**src/rtl/mu0_pkg.sv**
```systemverilog
// mu0_pkg: shared definitions for the MU0 accumulator CPU.
//   - opcode encodings OP_LDA..OP_STP (instr[15:12])
//   - FSM state encoding and ALU operation encoding
//   - default address width and a decode helper for memory-accessing opcodes
package mu0_pkg;

  localparam int ADDR_W_DEF = 12;

  localparam logic [3:0] OP_LDA = 4'h0;
  localparam logic [3:0] OP_STO = 4'h1;
  localparam logic [3:0] OP_ADD = 4'h2;
  localparam logic [3:0] OP_SUB = 4'h3;
  localparam logic [3:0] OP_JMP = 4'h4;
  localparam logic [3:0] OP_JGE = 4'h5;
  localparam logic [3:0] OP_JNE = 4'h6;
  localparam logic [3:0] OP_STP = 4'h7;

  typedef enum logic [1:0] {
    ST_FETCH = 2'd0,
    ST_EXEC  = 2'd1,
    ST_HALT  = 2'd2
  } state_t;

  typedef enum logic [1:0] {
    ALU_PASS = 2'd0,
    ALU_ADD  = 2'd1,
    ALU_SUB  = 2'd2
  } alu_op_t;

  // LDA, STO, ADD and SUB are the only opcodes that touch memory in EXEC.
  function automatic logic is_mem_op(input logic [3:0] op);
    return (op <= OP_SUB);
  endfunction

endpackage

```
**src/rtl/mu0_alu.sv**
```systemverilog
// mu0_alu: combinational 16-bit datapath for the MU0 accumulator.
// Ports:
//   op  in  alu_op_t  PASS (y=b), ADD (y=a+b), SUB (y=a-b); carry/borrow dropped
//   a   in  16        accumulator value
//   b   in  16        memory read data
//   y   out 16        result to be loaded into the accumulator
module mu0_alu
  import mu0_pkg::*;
(
  input  alu_op_t     op,
  input  logic [15:0] a,
  input  logic [15:0] b,
  output logic [15:0] y
);

  // Select pass-through, modulo add or modulo subtract.
  always_comb begin
    y = b;
    case (op)
      ALU_PASS: y = b;
      ALU_ADD:  y = a + b;
      ALU_SUB:  y = a - b;
      default:  y = b;
    endcase
  end

endmodule

```
**src/rtl/mu0_core.sv**
```systemverilog
// mu0_core: MU0 accumulator CPU, sole master of a combinational 16-bit word memory.
// Fetch/execute FSM: FETCH reads the instruction at pc, EXEC performs the operand
// access (LDA/STO/ADD/SUB) or the control action (JMP/JGE/JNE/STP/NOP).
// Each memory access is held for WAIT_CYCLES+1 cycles; data is taken on the last one.
// Optional feature macro: MU0_SINGLE_STEP_EN adds the stepRq input; FETCH then
// idles (memRq=0) until stepRq is seen, and runs exactly one instruction per request.
// Ports:
//   clk, reset           clock (rising edge), synchronous active-high reset
//   stepRq               single-step request (only with MU0_SINGLE_STEP_EN)
//   memRq, readNotWrite  memory request and direction (1 = read)
//   addr                 word address {zero-extend, pc or operand}
//   dataOut / dataIn     write data (= acc) / read data
//   halted, acc, pc      status and debug views
module mu0_core
  import mu0_pkg::*;
#(
  parameter int                ADDR_W      = ADDR_W_DEF,
  parameter logic [ADDR_W-1:0] RESET_PC    = '0,
  parameter int                WAIT_CYCLES = 0
) (
  input  logic              clk,
  input  logic              reset,
`ifdef MU0_SINGLE_STEP_EN
  input  logic              stepRq,
`endif
  output logic              memRq,
  output logic              readNotWrite,
  output logic [15:0]       addr,
  output logic [15:0]       dataOut,
  input  logic [15:0]       dataIn,
  output logic              halted,
  output logic [15:0]       acc,
  output logic [ADDR_W-1:0] pc
);

  localparam int              WC_W      = (WAIT_CYCLES > 0) ? $clog2(WAIT_CYCLES + 1) : 1;
  localparam logic [WC_W-1:0] WAIT_LAST = WC_W'(WAIT_CYCLES);

  state_t              state_r;
  logic [WC_W-1:0]     wait_cnt_r;
  logic [15:0]         ir_r;
  logic [15:0]         acc_r;
  logic [ADDR_W-1:0]   pc_r;
  logic                halted_r;

  logic [3:0]          opcode;
  logic [ADDR_W-1:0]   operand;
  logic                last_cycle;
  logic                fetch_en;
  alu_op_t             alu_op;
  logic [15:0]         alu_y;

  assign opcode     = ir_r[15:12];
  assign operand    = ir_r[ADDR_W-1:0];
  assign last_cycle = (wait_cnt_r == WAIT_LAST);

`ifdef MU0_SINGLE_STEP_EN
  // Remembers an accepted step request so a multi-cycle fetch keeps going after stepRq drops.
  logic step_go_r;
  assign fetch_en = step_go_r | stepRq;

  // Arm on a request seen in FETCH, disarm when the instruction's EXEC completes.
  always_ff @(posedge clk) begin
    if (reset) begin
      step_go_r <= 1'b0;
    end else if (state_r == ST_FETCH && stepRq) begin
      step_go_r <= 1'b1;
    end else if (state_r == ST_EXEC && (!is_mem_op(opcode) || last_cycle)) begin
      step_go_r <= 1'b0;
    end else begin
      step_go_r <= step_go_r;
    end
  end
`else
  assign fetch_en = 1'b1;
`endif

  // ALU operation follows the opcode; LDA and everything else pass dataIn through.
  always_comb begin
    alu_op = ALU_PASS;
    case (opcode)
      OP_ADD:  alu_op = ALU_ADD;
      OP_SUB:  alu_op = ALU_SUB;
      default: alu_op = ALU_PASS;
    endcase
  end

  mu0_alu u_alu (
    .op (alu_op),
    .a  (acc_r),
    .b  (dataIn),
    .y  (alu_y)
  );

  // Bus decode from state/ir; the memory is combinational so these cannot be registered.
  always_comb begin
    memRq        = 1'b0;
    readNotWrite = 1'b1;
    addr         = 16'(operand);
    if (reset) begin
      memRq = 1'b0;
    end else begin
      case (state_r)
        ST_FETCH: memRq = fetch_en;
        ST_EXEC:  memRq = is_mem_op(opcode);
        default:  memRq = 1'b0;
      endcase
    end
    if (state_r == ST_EXEC && opcode == OP_STO) begin
      readNotWrite = 1'b0;
    end else begin
      readNotWrite = 1'b1;
    end
    if (state_r == ST_FETCH) begin
      addr = 16'(pc_r);
    end else begin
      addr = 16'(operand);
    end
  end

  assign dataOut = acc_r;
  assign acc     = acc_r;
  assign pc      = pc_r;
  assign halted  = halted_r;

  // Fetch/execute FSM with the architectural registers.
  always_ff @(posedge clk) begin
    if (reset) begin
      state_r    <= ST_FETCH;
      wait_cnt_r <= '0;
      ir_r       <= 16'h0000;
      acc_r      <= 16'h0000;
      pc_r       <= RESET_PC;
      halted_r   <= 1'b0;
    end else begin
      case (state_r)
        ST_FETCH: begin
          if (fetch_en) begin
            if (last_cycle) begin
              ir_r       <= dataIn;
              pc_r       <= pc_r + ADDR_W'(1);
              wait_cnt_r <= '0;
              state_r    <= ST_EXEC;
            end else begin
              wait_cnt_r <= wait_cnt_r + WC_W'(1);
            end
          end else begin
            wait_cnt_r <= '0;
          end
        end
        ST_EXEC: begin
          if (is_mem_op(opcode)) begin
            if (last_cycle) begin
              if (opcode != OP_STO) begin
                acc_r <= alu_y;
              end else begin
                acc_r <= acc_r;
              end
              wait_cnt_r <= '0;
              state_r    <= ST_FETCH;
            end else begin
              wait_cnt_r <= wait_cnt_r + WC_W'(1);
            end
          end else begin
            // Control opcodes finish in one cycle; conditions use acc as it entered EXEC.
            wait_cnt_r <= '0;
            state_r    <= ST_FETCH;
            case (opcode)
              OP_JMP: pc_r <= operand;
              OP_JGE: if (!acc_r[15]) pc_r <= operand;
              OP_JNE: if (acc_r != 16'h0000) pc_r <= operand;
              OP_STP: begin
                halted_r <= 1'b1;
                state_r  <= ST_HALT;
              end
              default: pc_r <= pc_r;
            endcase
          end
        end
        ST_HALT: begin
          wait_cnt_r <= '0;
          state_r    <= ST_HALT;
        end
        default: begin
          wait_cnt_r <= '0;
          state_r    <= ST_FETCH;
        end
      endcase
    end
  end

endmodule
```
**config.mk**
```make
export PLATFORM = sky130hd
export DESIGN_NAME = mu0_core
export DESIGN_NICKNAME = d
export VERILOG_FILES = /design/src/rtl/mu0_pkg.sv /design/src/rtl/mu0_alu.sv /design/src/rtl/mu0_core.sv
export SDC_FILE = /design/constraint.sdc
export NUM_CORES = 1
export LEC_CHECK = 0
export BUFFER_PORTS_ARGS = -buffer_cell sky130_fd_sc_hd__buf_4
export CORE_ASPECT_RATIO = 1.2
export CORE_MARGIN = 5
export CORE_UTILIZATION = 54
export CTS_BUF_LIST = sky130_fd_sc_hd__clkbuf_8 sky130_fd_sc_hd__clkbuf_16
export DETAILED_ROUTE_END_ITERATION = 16
export PLACE_DENSITY = 0.92
export SYNTH_ARGS = -nofsm -noshare
export SYNTH_HDL_FRONTEND = slang
export SYNTH_SLANG_ARGS = --single-unit
```
**constraint.sdc**
```tcl
create_clock -name clk -period 6.2 [get_ports clk]
set_input_delay 0.62 -clock clk [delete_from_list [all_inputs] [get_ports clk]]
set_output_delay 0.62 -clock clk [all_outputs]
set_load 0.05 [all_outputs]
```
==> impl_metrics.yaml <==
pwr:
  p_sw_w: 0.000379
  p_clk_frac: 0.228
  irDropWorstVdd_uv: 98.4
  sequentialPowerShare: 0.374
  p_int_w: 0.000549
  p_comb_frac: 0.398
  swShare: 0.408
  p_leak_nw: 1.78
  p_per_area_nw_per_um2: 231
finish:
  nets: 555
  seqCellArea_um2: 941
  diodes: 0
  layout-drive-gt1-share: 0.198
  area_growth_pct: 16.0
  final_core_util: 0.636
  fill_cells: 577
  final_cells: 604
  multiInputGateArea_um2: 2230
setup_path:
  critPathTopFamily: "compound AO/OA/AOI/OAI gates"
  cp_slowest_cell: "ha_1"
  required_ns: 6.39
  critical_path.startpoint_type: "register"
  path_buf_inv: 1
  crit_fanout: 15
  r2r_setup_slack_ns: 2.68
  cpPeakStageDelay_ns: 0.51
  crit_type: "register to register"
  cp_common_cell: "ha_1"
  arrival_ns: 3.71
  critPathCaptureType: "register"
  path_cells: "nand2b_1 -> nor3b_1 -> ha_1 -> mux2_2 -> inv_1 -> ha_1 -> nor2b_1 -> o21a_1 -> a31o_2 -> a211oi_1 -> o31ai_1 -> xnor2_1 -> o22ai_2"
global_routing:
  overflow: 0
  track_usage: 0.222
  grt_pass1_wl_mm: 15.2
  grt_max_degree: 50
  grt_pass1_vias: 3279
  antenna_found_initial: 0
yosys:
  yosysTopAreaCellShare: 0.271
  yosys_warnings: 0
  synthArstFlopShare: 0
  avgSynthCellArea_um2: 7.33
  yosysMostFrequentCell: "nand2_1"
  syn_area_um2: 3470
  synth_cells: 473
  synth_cell_type_count: 56
  ys_ff_latch: 47
  synth_area_leader_cell: "dfxtp_1"
  ys_seq_area_frac: 0.271
  synth_enable_flop_cells: 0
  synthTopCellsByArea: "dfxtp_1, nand2_1, a21oi_1"
  synth_ff_type: "dfxtp_1"
  synth.top_cells.by_count: "nand2_1, a21oi_1, dfxtp_1"
clock_network:
  cts_tree: "done"
  cts_buffers: 5
  clockBufferDepth: 2
  cts_sinks: 47
  insertion_delay_ns: 0.31
  cts_resized: 0
  cts_hold_buf: 0
  h-tree-depth: 2
  post_cts_buffers: 0
  path_clk_slew_ns: 0.09
  ctsRootBufferMaster: "clkbuf_8"
floorplanning:
  dieArea_um2: 8130
  fp.dieW_um: 83.1
  io_pins: 81
  start_util: 0.548
  core_um2: 6330
  die_h_um: 97.8
  rows: 32
timing:
  finalCriticalPeriod_ns: 3.52
  max_freq_mhz: 284
  final_max_slew_viol_count: 0
  finalCritPeriodShare: 0.568
  worstMarginPinSlew_ns: 0.976
  setup_viol: 0
  fin_worst_skew_ns: 0.00744
  rsz0062_at_grt: "false"
  fin_tns_setup_ns: 0
  hold_viol_final: 0
  maxSlewHeadroom: 0.350
detailed_routing:
  ant_nets: 0
  drtPass1Iterations: 5
  wl_per_cell_um: 15.7
  route.vias.total: 3579
  routed_wl_mm: 9.49
  viasPerCell: 5.93
  drcViolationCount: 0
  drtIter0Drc: 230
placement:
  hpwl_mm: 7.00
  portBuffers: 76
  routabilityCongestion: 0.930
  dp_cells: 596
worst_hold_path:
  min_path_type: "register to register"
outcome:
  status: "finished, final reports clean"
run:
  maxCapViolCount: 0
-- state kept, by name, summed over array words and instances (netlist names) --
register  count
ir_r         16
acc          16
state_r       2
halted        1
pc           12
-- through the flow --
step | total power (W) | hold slack (ns) | instance area, um^2 | worst slack, ns
after floorplan | 0.000632 | 0.454 | 3480 | 3.16
after global placement | 0.000709 | 0.435 | 3920 | 2.83
after detailed placement | 0.000718 | 0.446 | 3920 | 2.72
after CTS | 0.000926 | 0.459 | 4020 | 2.72
after global routing | 0.000973 | 0.494 | 4020 | 2.43
final | 0.000928 | 0.456 | 4020 | 2.68
-- tightest hold or removal path: cells and delay by family, from the launching register on --
family | cells | cell delay (ns)
compound gates | 1 | 0.05
flops | 1 | 0.32
buf+inv | 1 | 0.05
-- cell usage in the layout (no fill, tap or decap), drive strengths merged, types with 2 or more instances in the layout --
master	count
a2111oi	2
a211oi	6
a21bo	2
a21o	4
a21oi	48
a221oi	2
a22o	3
a22oi	8
a311oi	2
a31oi	9
and2	2
and3	5
buf	78
clkbuf	7
conb	4
dfxtp	47
ha	18
inv	14
mux2	2
nand2	90
nand2b	6
nand3	6
nand3b	2
nor2	44
nor2b	6
nor3	13
nor4	7
o211ai	6
o21ai	19
o21bai	2
o22ai	6
o31ai	4
or2	3
or3	4
xnor2	22
xor2	2
-- final cells by class --
cell class / count / share of cell area
Tap cell: 85 / 0.0264
Timing Repair Buffer: 78 / 0.146
Clock inverter: 1 / 0.00187
Clock buffer: 7 / 0.0240
Inverter: 14 / 0.0131
Multi-Input combinational cell: 372 / 0.555
Sequential cell: 47 / 0.234
-- worst paths after layout --
path,cells after the start,from,endpoint
hold / removal,2,halted$_SDFFE_PP0P_,halted$_SDFFE_PP0P_
setup / recovery,13,ir_r[15]$_SDFFE_PP0P_,acc[15]$_SDFFE_PP0P_
setup reg to reg,13,ir_r[15]$_SDFFE_PP0P_,acc[15]$_SDFFE_PP0P_
hold reg to reg,2,halted$_SDFFE_PP0P_,halted$_SDFFE_PP0P_
-- per-layer routing --
| metal | GRT usage | wire length [um] |
|---|---|---|
| met5 | 0 | 0 |
| met4 | 0.0943 | 201 |
| met3 | 0.0422 | 770 |
| met2 | 0.387 | 4720 |
| met1 | 0.265 | 3800 |
-- power groups by stage --
stage	Combinational, W	Clock, W	Sequential [W]
4_1_cts	0.000366	0.000213	0.000347
3_5_place_dp	0.000365	0	0.000354
6_report	0.000369	0.000211	0.000348
2_1_floorplan	0.000242	0	0.000390
5_1_grt	0.000396	0.000226	0.000351
3_3_place_gp	0.000357	0	0.000352
-- cell families (layout without fill, tap and decap cells) --
| kind of cell | Yosys count | count (layout) | share of synthesized area |
|---|---|---|---|
| and+or+nand+nor | 193 | 193 | 0.257 |
| AOI/OAI and AO/OA | 129 | 129 | 0.240 |
| buffers and inverters | 57 | 100 | 0.0877 |
| DFF | 47 | 47 | 0.271 |
| xor gates and xnor gates | 24 | 24 | 0.0628 |
| adders and majority gates | 19 | 19 | 0.0707 |
| muxes | 3 | 3 | 0.00938 |
| other | 1 | 4 | 0.00108 |
(Power assumes the default switching activity.)
